<file path="src/rtl/mem_pkg.sv">
// ----------------------------------------------------------------------------
// mem_pkg
// Shared definitions for the main-memory access unit: default widths,
// request op codes and the controller state encoding.
// ----------------------------------------------------------------------------
package mem_pkg;

    localparam int DEF_ADDR_W = 10;
    localparam int DEF_DATA_W = 16;
    localparam int DEF_LEN_W  = 11;

    localparam logic [1:0] OP_LOAD  = 2'b00;
    localparam logic [1:0] OP_STORE = 2'b01;
    localparam logic [1:0] OP_COPY  = 2'b10;
    localparam logic [1:0] OP_RSVD  = 2'b11;

    typedef enum logic [2:0] {
        IDLE    = 3'd0,
        LD_RD   = 3'd1,
        LD_WAIT = 3'd2,
        ST_WR   = 3'd3,
        CP_RD   = 3'd4,
        CP_WAIT = 3'd5,
        CP_WR   = 3'd6,
        DONE    = 3'd7
    } state_e;

endpackage

</file>
<file path="src/rtl/mem_access_unit.sv">
// ----------------------------------------------------------------------------
// mem_access_unit
// Initiator for the 1024x16 main memory. Accepts load / store / block-copy
// requests over a valid/ready handshake, drives the memory ports, captures
// read data under the memory's one-cycle registered read latency and returns
// one response per request.
//
// State table:
//   state   | meaning
//   IDLE    | req_ready high, waiting for a request
//   LD_RD   | load: read strobe on addr
//   LD_WAIT | load: memory returns data, captured at end of cycle
//   ST_WR   | store: write strobe on addr with wdata
//   CP_RD   | copy: read strobe on src+i
//   CP_WAIT | copy: memory returns word i, captured at end of cycle
//   CP_WR   | copy: write word i to dst+i, then i++
//   DONE    | one-cycle response pulse
//
// Ports:
//   clk, reset          clock, synchronous active-high reset
//   req_*               request handshake and payload
//   resp_*              one-cycle response (rdata held until next response)
//   busy                high whenever not IDLE
//   mem_*               memory address/data/strobes and read data return
//
// Every output is a flop loaded from the decode of the next state, so each
// strobe/address is valid for exactly the cycle spent in its state.
// ----------------------------------------------------------------------------
module mem_access_unit
    import mem_pkg::*;
#(
    parameter int ADDR_W = DEF_ADDR_W,
    parameter int DATA_W = DEF_DATA_W,
    parameter int LEN_W  = DEF_LEN_W
) (
    input  logic              clk,
    input  logic              reset,
    input  logic              req_valid,
    output logic              req_ready,
    input  logic [1:0]        req_op,
    input  logic [ADDR_W-1:0] req_addr,
    input  logic [ADDR_W-1:0] req_dst,
    input  logic [LEN_W-1:0]  req_len,
    input  logic [DATA_W-1:0] req_wdata,
    output logic              resp_valid,
    output logic [DATA_W-1:0] resp_rdata,
    output logic              resp_error,
    output logic              busy,
    output logic [ADDR_W-1:0] mem_address,
    output logic [DATA_W-1:0] mem_data_out,
    output logic              mem_write_enable,
    output logic              mem_read_enable,
    input  logic [DATA_W-1:0] mem_data_in
);

    state_e            state, state_n;
    logic [1:0]        op_q, op_n;
    logic [ADDR_W-1:0] src_q, src_n;
    logic [ADDR_W-1:0] dst_q, dst_n;
    logic [LEN_W-1:0]  len_q, len_n;
    logic [LEN_W-1:0]  cnt_q, cnt_n;
    logic [DATA_W-1:0] wdata_q, wdata_n;
    logic [DATA_W-1:0] word_q, word_n;

    logic              take;
    logic              ready_n;
    logic              busy_n;
    logic              re_n;
    logic              we_n;
    logic [ADDR_W-1:0] addr_n;
    logic [DATA_W-1:0] dout_n;
    logic              resp_valid_n;
    logic [DATA_W-1:0] resp_rdata_n;
    logic              resp_error_n;

    // req_ready is low for the first cycle out of reset, so no handshake can
    // land on that edge even though the state is already IDLE.
    assign take = (state == IDLE) && req_valid && req_ready;

    always_comb begin
        state_n = state;
        op_n    = op_q;
        src_n   = src_q;
        dst_n   = dst_q;
        len_n   = len_q;
        cnt_n   = cnt_q;
        wdata_n = wdata_q;
        word_n  = word_q;

        case (state)
            IDLE: begin
                if (take) begin
                    op_n    = req_op;
                    src_n   = req_addr;
                    dst_n   = req_dst;
                    len_n   = req_len;
                    wdata_n = req_wdata;
                    cnt_n   = '0;
                    // A zero-length copy reports no stale word from an
                    // earlier request.
                    word_n  = '0;
                    case (req_op)
                        OP_LOAD:  state_n = LD_RD;
                        OP_STORE: state_n = ST_WR;
                        OP_COPY:  state_n = (req_len == '0) ? DONE : CP_RD;
                        default:  state_n = DONE;
                    endcase
                end
            end
            LD_RD: begin
                state_n = LD_WAIT;
            end
            LD_WAIT: begin
                word_n  = mem_data_in;
                state_n = DONE;
            end
            ST_WR: begin
                state_n = DONE;
            end
            CP_RD: begin
                state_n = CP_WAIT;
            end
            CP_WAIT: begin
                word_n  = mem_data_in;
                state_n = CP_WR;
            end
            CP_WR: begin
                cnt_n   = cnt_q + LEN_W'(1);
                state_n = (cnt_n == len_q) ? DONE : CP_RD;
            end
            DONE: begin
                state_n = IDLE;
            end
            default: begin
                state_n = IDLE;
            end
        endcase
    end

    // Output decode of the state about to be entered.
    always_comb begin
        ready_n      = (state_n == IDLE);
        busy_n       = (state_n != IDLE);
        re_n         = (state_n == LD_RD) || (state_n == CP_RD);
        we_n         = (state_n == ST_WR) || (state_n == CP_WR);
        addr_n       = '0;
        dout_n       = '0;
        resp_valid_n = (state_n == DONE);
        resp_rdata_n = resp_rdata;
        resp_error_n = 1'b0;

        case (state_n)
            LD_RD:   addr_n = src_n;
            ST_WR:   addr_n = src_n;
            CP_RD:   addr_n = src_n + ADDR_W'(cnt_n);
            CP_WR:   addr_n = dst_n + ADDR_W'(cnt_n);
            default: addr_n = '0;
        endcase

        case (state_n)
            ST_WR:   dout_n = wdata_n;
            CP_WR:   dout_n = word_n;
            default: dout_n = '0;
        endcase

        if (state_n == DONE) begin
            resp_error_n = (op_n == OP_RSVD);
            if ((op_n == OP_LOAD) || (op_n == OP_COPY)) begin
                resp_rdata_n = word_n;
            end else begin
                resp_rdata_n = '0;
            end
        end
    end

    always_ff @(posedge clk) begin
        if (reset) begin
            state            <= IDLE;
            op_q             <= OP_LOAD;
            src_q            <= '0;
            dst_q            <= '0;
            len_q            <= '0;
            cnt_q            <= '0;
            wdata_q          <= '0;
            word_q           <= '0;
            req_ready        <= 1'b0;
            busy             <= 1'b0;
            resp_valid       <= 1'b0;
            resp_rdata       <= '0;
            resp_error       <= 1'b0;
            mem_address      <= '0;
            mem_data_out     <= '0;
            mem_write_enable <= 1'b0;
            mem_read_enable  <= 1'b0;
        end else begin
            state            <= state_n;
            op_q             <= op_n;
            src_q            <= src_n;
            dst_q            <= dst_n;
            len_q            <= len_n;
            cnt_q            <= cnt_n;
            wdata_q          <= wdata_n;
            word_q           <= word_n;
            req_ready        <= ready_n;
            busy             <= busy_n;
            resp_valid       <= resp_valid_n;
            resp_rdata       <= resp_rdata_n;
            resp_error       <= resp_error_n;
            mem_address      <= addr_n;
            mem_data_out     <= dout_n;
            mem_write_enable <= we_n;
            mem_read_enable  <= re_n;
        end
    end

endmodule

</file>
<file path="config.mk">
export PLATFORM = sky130hd
export DESIGN_NAME = mem_access_unit
export DESIGN_NICKNAME = d
export VERILOG_FILES = /design/src/rtl/mem_pkg.sv /design/src/rtl/mem_access_unit.sv
export SDC_FILE = /design/constraint.sdc
export NUM_CORES = 1
export LEC_CHECK = 0
export BUFFER_PORTS_ARGS = -buffer_cell sky130_fd_sc_hd__buf_2
export CAP_MARGIN = 0
export CORE_MARGIN = 10
export CORE_UTILIZATION = 59
export CTS_CLUSTER_DIAMETER = 80
export CTS_CLUSTER_SIZE = 10
export DETAILED_ROUTE_END_ITERATION = 7
export PLACE_DENSITY = 0.85
export SYNTH_ARGS = -nofsm -noshare
export SYNTH_HDL_FRONTEND = slang
export SYNTH_SLANG_ARGS = --single-unit
</file>
<file path="constraint.sdc">
create_clock -name clk -period 7 [get_ports clk]
set_input_delay 1.05 -clock clk [delete_from_list [all_inputs] [get_ports clk]]
set_output_delay 1.05 -clock clk [all_outputs]
set_load 0.005 [all_outputs]
</file>
Word level (Yosys, flattened, before mapping)
Index checks and enable logic that the tools add are counted.
W data, S select, Z words.
{"block": "word_totals", "inputBits": 68, "output_inout_bits": 48, "wordCells": 78, "regBits": 127}
{"block": "classes", "n_mux": 20, "reduce_logical": 18, "addsub": 3, "n_bitwise": 1, "n_eq_ne": 18}
{"op": "$mux W16", "count": 4}
{"op": "$pmux W16 S2", "count": 2}
{"op": "$mux W10", "count": 4}
{"op": "$pmux W10 S3", "count": 1}
{"op": "$pmux W11 S2", "count": 1}
{"op": "$eq A3 B3 Y1 const B", "count": 7}
{"op": "$pmux W3 S7", "count": 1}
{"op": "$add A10 B10 Y10", "count": 2}
{"op": "$add A11 B1 Y11 const B", "count": 1}
{"op": "$eq A11 B11 Y1", "count": 1}
{"op": "$logic_not A11 Y1", "count": 1}
{"op": "$mux W11", "count": 1}
{"op": "$eq A3 B2 Y1 const B", "count": 3}
{"op": "$pmux W3 S3", "count": 1}
{"op": "$mux W2", "count": 4}
{"op": "$reduce_or A2 Y1", "count": 4}
{"op": "$eq A2 B2 Y1 const B", "count": 3}
{"op": "$eq A3 B1 Y1 const B", "count": 2}
{"op": "$logic_not A3 Y1", "count": 2}
{"op": "$logic_not A2 Y1", "count": 2}
{"op": "$reduce_and A2 Y1", "count": 2}
{"op": "$logic_or A1 B1 Y1", "count": 3}
{"op": "$mux W3", "count": 1}
{"op": "$reduce_bool A3 Y1", "count": 1}
{"op": "other kinds (5)", "count": 6}

Longest topological paths before layout
Gate-level depths: netlist of run 1.
{"block": "logic_depth", "ltp_word": 8, "ltp_mapped": 17, "mapped_depth_nobuf": 13}

Worst setup path before layout of run 1
No wires, ideal clock.
{"block": "synth_timing", "path_type": "in2reg", "from": "in req_valid", "to": "reg mem_address[9]", "path_stages": 15, "slack_ps": 2776, "setup_ps": 120, "arrival_ps": 4104, "required_ps": 6880, "path_cell_list": "nor4bb_1 > nor2b_1 > buf_2 > buf_1 > clkbuf_1 > nand2_1 > o211ai_1 > ha_1 > a21oi_1 > o2111ai_1 > o211ai_1 > o21a_1 > xnor2_1 > a211oi_1 > a211o_1"}
{"block": "synth_via", "elab_chain_cells": 7}
{"element": "start, declared", "line_no": "mem_access_unit.sv:38", "source": "input logic req_valid,"}
{"element": "$logic_and A1 B1 Y1 (*) (2 in a row)", "line_no": "mem_access_unit.sv:78", "source": "assign take = (state == IDLE) && req_valid && req_ready;"}
{"element": "parallel branches: the longest is 4 deep, another holds $add A10 B10 Y10"}
{"element": "$pmux W10 S3 (*)", "line_no": "mem_access_unit.sv:152", "source": "case (state_n)"}
{"element": "end signal, assigned", "line_no": "mem_access_unit.sv:209", "source": "mem_address <= addr_n;"}
{"element": "end, declared", "line_no": "mem_access_unit.sv:49", "source": "output logic [ADDR_W-1:0] mem_address,"}
Every way passes the cells marked *. The select of a mux whose other input is x is not followed.
A chain may end at the register's enable or synchronous reset.

Worst setup path after layout of run 1
Ends and elaborated chain as after synthesis.

==> impl_results.md, run 1 <==
- Global placer's final weighted congestion: between 0.8 and 0.9
- Yosys reg bits: roughly 130
- Core area: 9200 sq um
- Worst setup margin: about 2.6 ns
- Sequential cell area: 2540 sq um
- Hold Path Depth: 1
- Layout Nets: 790
- Crit Path Category: in -> reg
- Clock Tree Buf Depth: 2
- H-tree Lvls: 4
- Pre-CTS WS: around 2.1 ns
- Hold Buf Count CTS: 0
- Hold Path Class: reg -> reg
- Port bufs: about 120
- DRT iter0 DRCs: roughly 270
- Mapped Cells: 610
- Detail Route Antenna Nets: 0
- Leak pwr: between 2 and 3 nW
- Sw frac: 33.7%
- Syn_area_per_cell: just over 9 sq um
- Psw: 748 uW
- Share of synthesized flip-flops with an asynchronous set or reset: 0%
- VDD IR max: ~0.23 mV
- Yosys warning total: 0
- Die X: 117 um
- Reg2reg end: mem_address[9]$_SDFF_PP0_
- Final wirelength: 15.3 mm
- Gr usage total: between 20% and 30%
- Initial antenna violation count: 1
- Largest area contributor in the netlist: dfxtp_1
- Vias in the first global route: 5,170
- Post-Syn Nets: 689
- Worst Setup Start Kind: input pin
- Reg2reg setup slack: 2.72 ns
- Synth top area share: 45.8%
- RR Startpoint: state[1]$_SDFF_PP0_
- Share of layout cells above drive strength 1: around a quarter
- Top cells by area, synth: dfxtp_1, nand2_1, mux2i_1, a21oi_1, nor2_1
- WP data arrival: a little under 5 ns
- Required @ worst endpoint: approximately 7.4 ns
- Clk pwr share: 39.0%
- Setup Skew: just over 0.01 ns
- Fillers: roughly 680
- First-pass GRT wire length: roughly 25 mm
- DR vias: between 4,000 and 5,000
- Hpwl dp: 10.5 mm
- Hold Worst Slack: about 0.46 ns
- RSZ-0062 raised after global routing: false
- Combinational share of power: 22.9%
- Total die area: ~14,000 sq um
- Reg2Reg Depth: 13
- Routed WL per cell: 18.3 um
- Commonest non-fill, non-tap cells in the layout: dfxtp_1, buf_2, nand2_1
- Starting Density: roughly three fifths
- EDFF count, synth: 0
- Slew HR: between 20% and 30%
- TritonRoute pass-1 iters: 5
- Clk slew on worst S/H paths: ~0.070 ns
- Crit-path max FO: 22
- # diodes: 0
- Worst skew pair latency: 0.53 ns
- Ports: approximately 120
- Number of remaining DRC errors: 0
- Total clock buffers created by CTS: 17
- Row count: 35
- Number of setup buffers added after CTS: 0
- Largest net degree at the start of global routing: 100
- Most used DFF post-synth: dfxtp_1
- Sink Count: 127
- Clock root cell: clkbuf_8
- Max-cap violations: 0
- Final period util: 63.2%
- Final Hold Vio Count: 0
- Synth-to-layout area growth: 21.3%
- Sequential share of the synthesized area: 45.8%
- Slew @ Worst Pin: between 1 and 1.5 ns
- Post-cts resize count: 0
- Hold Startpoint: resp_rdata[11]$_SDFFE_PP0P_
- Hold path endpoint: resp_rdata[11]$_SDFFE_PP0P_
- Status: complete, no violations
- Power Density: 329 nW/um^2
- Count of final max-slew check failures: 0
- Sequential cell fraction of total power: 38.2%
- Setup TNS: 0 ns
- Commonest non-fill, non-tap cell in the layout: dfxtp_1
- Mapped Area: between 5000 and 6000 sq um
- Fmax: about 0.23 GHz
- Setup violations, final: 0
- Internal power: between 1 and 1.5 mW
- Total gr overflow: 0
- Period minus WS final: between 4 and 5 ns
- Yosys cell types: 59
- Multi-input gate area in the final layout: around 2800 sq um
- CP endpoint kind: flop
- Post-DR vias/cell: between 5 and 6
- DIE HEIGHT: roughly 120 um
- CTS tree: yes
## cells in the mapped netlist, types with 3 or more instances
cell and count:
mux2i_1 28, and3_1 24, o31ai_1 7, buf_1 3, o31ai_2 10, clkbuf_1 25
or3_1 4, nor2_1 60, o21a_1 3, nor4_1 4, inv_1 5, xnor2_1 16
a31oi_1 3, xor2_1 12, o2bb2ai_1 25, ha_1 10, nand2b_1 4, nor3b_1 3
o211ai_1 6, dfxtp_1 127, o21ai_1 3, nand3_1 15, o21ai_0 18, a21oi_1 53
buf_2 9, nand2_1 77, nor3_1 7, nor2b_1 14
## state kept, by name, indices dropped and copies added (netlist names), 10 cells and up
name and count:
len_q 11, resp_rdata 16, mem_data_out 16, dst_q 10
cnt_q 11, word_q 16, src_q 10, mem_address 10
wdata_q 16
## cells by family after synthesis
kind of cell               after synthesis  share of synthesized area, %
AOI/OAI and AO/OA                      150                          19.5
adders and majority gates               11                          2.61
muxes                                   28                          5.05
DFF                                    127                          45.8
and+or+nand+nor                        223                          19.3
buffers and inverters                   43                          3.25
xor gates and xnor gates                28                          4.42
## critical path, cell delays in order
cell and delay [ns]:
buf_2 0.11, nor4bb_1 0.50, nor2b_4 0.67, buf_4 0.36, mux2i_1 0.32, a21oi_1 0.11
ha_1 0.39, nand3_1 0.13, o2111ai_1 0.20, o211ai_1 0.17, o21a_1 0.26, xnor2_1 0.17
a211oi_1 0.09, a211o_1 0.32
## power by group through the flow
stage | registers, mW | clock network [mW] | logic (mW)
6_report | 0.846 | 0.864 | 0.507
5_1_grt | 0.854 | 0.896 | 0.558
4_1_cts | 0.845 | 0.867 | 0.504
3_5_place_dp | 0.860 | 0 | 0.492
3_3_place_gp | 0.854 | 0 | 0.476
2_1_floorplan | 0.838 | 0 | 0.376
## worst max-delay path by stage
stage | startpoint | depth (start not counted) | to
4_1_cts | req_valid | 14 | mem_address[9]$_SDFF_PP0_
5_1_grt | req_valid | 14 | mem_address[9]$_SDFF_PP0_
3_3_place_gp | req_valid | 13 | mem_address[9]$_SDFF_PP0_
6_report | req_valid | 14 | mem_address[9]$_SDFF_PP0_
3_5_place_dp | req_valid | 14 | mem_address[9]$_SDFF_PP0_
2_1_floorplan | req_valid | 15 | mem_address[9]$_SDFF_PP0_
## cell type report
class                      instances  area share (%)
timing repair buffer             120            9.11
clock buffer                      17            6.15
inverter                           5           0.279
multi-input combinational        440            42.2
sequential                       127            37.8
clock inverter                    15            2.45
tap                              111            2.06
## per-layer routing
metal  up-vias  GRT usage, %  routed length (um)
li1       2363             -                   -
met1      2372          24.5                6210
met2       165          39.4                7720
met3        37          6.52                 908
met4         2          10.4                 423
met5         -             0                  13
## stage by stage
step | util (%) | cell area, sq um | power (mW) | std cells
6_report | 73.2 | 6730 | 2.22 | 835
3_3_place_gp | 66.9 | 6150 | 1.33 | 803
5_1_grt | 73.2 | 6730 | 2.31 | 835
4_1_cts | 73.2 | 6730 | 2.22 | 835
3_5_place_dp | 66.9 | 6150 | 1.35 | 803
2_1_floorplan | - | 5550 | 1.21 | 610
No activity file was read; power rests on OpenSTA's default activity.
==> run 2, diff against run 1 <==
Settings changed: CORE_UTILIZATION 59 to 55, PLACE_DENSITY 0.85 to 0.8.
Clock period 7 ns to 4.2 ns, I/O delays scaled along.
==> run 2 against run 1 <==
Clock skew is 0.0026 ns lower. Combinational power is 68% higher. Global-route usage is 2.5 points lower. Hold slack worse by 0.14 ns. Total power is 63% higher. Critical endpoint unchanged.
==> impl_results.md, run 2 (synthesized netlist as in run 1, its figures left out) <==
- Total clock buffers created by CTS: 17
- Period minus WS final: 3.61 ns
- Total die area: between 10,000 and 15,000 sq um
- Detail Route Antenna Nets: 0
- Slew @ Worst Pin: between 1 and 1.5 ns
- Multi-input gate area in the final layout: 2840 sq um
- Crit Path Category: reg -> reg
- Initial antenna violation count: 1
- Hold Path Class: in -> reg
- Core area: approximately 10000 sq um
- Commonest non-fill, non-tap cell in the layout: dfxtp_1
- Global placer's final weighted congestion: around 0.9
- Die X: approximately 120 um
- Final wirelength: between 10 and 15 mm
- Sink Count: about 130
- Slew HR: between 20% and 30%
- Post-cts resize count: 0
- TritonRoute pass-1 iters: 5
- Sequential cell area: ~2500 sq um
- Vias in the first global route: ~4,800
- Final Power: between 3 and 4 mW
- Clk slew on worst S/H paths: 0.06 ns
- # diodes: 0
- DIE HEIGHT: approximately 120 um
- Port bufs: between 100 and 150
- Layout Nets: 796
- CTS tree: yes
- Clock root cell: clkbuf_8
- WP data arrival: 4.04 ns
- Final period util: 86.1%
- Largest net degree at the start of global routing: just under 60
- Synth-to-layout area growth: 22.1%
- Number of setup buffers added after CTS: 0
- Number of remaining DRC errors: 0
- Worst Setup Start Kind: flop
- Setup violations, final: 0
- Routed WL per cell: roughly 17 um
- Hpwl dp: 10.5 mm
- First-pass GRT wire length: approximately 24 mm
- Worst skew pair latency: 0.53 ns
- Hold Buf Count CTS: 0
- Commonest non-fill, non-tap cells in the layout: dfxtp_1, buf_2, nand2_1
- Fillers: 787
- Status: complete, no violations
- CP endpoint kind: flop
- Starting Density: a little under three fifths
- Final Hold Vio Count: 0
- Power Density: between 500 and 600 nW/um^2
- VDD IR max: about 0.26 mV
- RSZ-0062 raised after global routing: false
- DR vias: between 4,000 and 5,000
- Clock Tree Buf Depth: 2
- Share of layout cells above drive strength 1: between 20 and 25%
- Total gr overflow: 0
- Max-cap violations: 0
- Setup Skew: roughly 0.0075 ns
- Required @ worst endpoint: 4.62 ns
- Leak pwr: between 2 and 3 nW
- DRT iter0 DRCs: 353
- Gr usage total: 19.9%
- Post-DR vias/cell: 5.61
- Row count: 36
- Count of final max-slew check failures: 0
- Setup TNS: 0 ns
- H-tree Lvls: 4
- Fmax: around 0.28 GHz
- Crit-path max FO: 11
- Ports: 116
-- run 2: changes by cell type in the layout (fill, tap and decap cells not counted) --
cell and delta:
buf_4 +6, clkbuf_1 +2, inv_8 -5, inv_6 -1, clkinv_4 +1, clkinvlp_4 +3
-- run 2: stage by stage --
| step | instances | hold slack (ns) | instance area, sq um | utilization, % | setup slack (ns) |
|---|---|---|---|---|---|
| floorplan | 610 | 0.437 | 5550 | - | 0.396 |
| global placement | 831 | 0.442 | 6230 | 63.4 | 0.372 |
| detailed placement | 831 | 0.446 | 6230 | 63.4 | 0.316 |
| CTS | 863 | 0.314 | 6780 | 69.0 | 0.573 |
| global route | 863 | 0.328 | 6780 | 69.0 | 0.276 |
| finish | 863 | 0.326 | 6780 | 69.0 | 0.586 |
-- run 2: metal layers --
layer | wire length [um] | vias to the layer above | part of all wire (%) | GRT usage [%]
met5 | 9 | - | 0.062 | 0
li1 | - | 2371 | - | -
met3 | 1020 | 39 | 7.0 | 6.93
met1 | 6070 | 2284 | 42 | 22.9
met2 | 7210 | 148 | 49 | 33.5
met4 | 285 | 2 | 2.0 | 7.47
-- run 2: worst max-delay path, cell delays in order, from the launching register on --
cell and delay [ns]:
dfxtp_1 0.41, nor4bb_1 0.56, nor2b_4 0.39, mux2i_1 0.33, a21oi_1 0.13, ha_1 0.39, nand3_1 0.12, o2111ai_1 0.19
o211ai_1 0.17, o21a_1 0.27, xnor2_1 0.17, a211oi_1 0.09, a211o_1 0.28
-- run 2: final timing paths --
path                            cells past startpoint  slack [ns]                        from                    endpoint
worst min register to register                      1        0.46  resp_rdata[4]$_SDFFE_PP0P_  resp_rdata[4]$_SDFFE_PP0P_
worst max register to register                     12        0.59         state[1]$_SDFF_PP0_   mem_address[9]$_SDFF_PP0_
worst min-delay path                                3        0.33              mem_data_in[7]  mem_data_out[7]$_SDFF_PP0_
worst max-delay path                               12        0.59         state[1]$_SDFF_PP0_   mem_address[9]$_SDFF_PP0_
-- run 2: layout make-up --
cell class	instances	area share [%]
sequential	127	37.5
tap	133	2.45
multi-input combinational	440	41.9
timing repair buffer	126	9.71
clock inverter	13	1.94
clock buffer	19	6.22
inverter	5	0.277
-- run 2: power breakdown --
group          leakage [nW]  total, mW  switching, mW  internal, mW
Clock                 0.254       1.37          0.569         0.796
Sequential             1.03       1.41         0.0730          1.33
Combinational          1.54      0.853          0.539         0.314
Total                  2.82       3.62           1.18          2.44
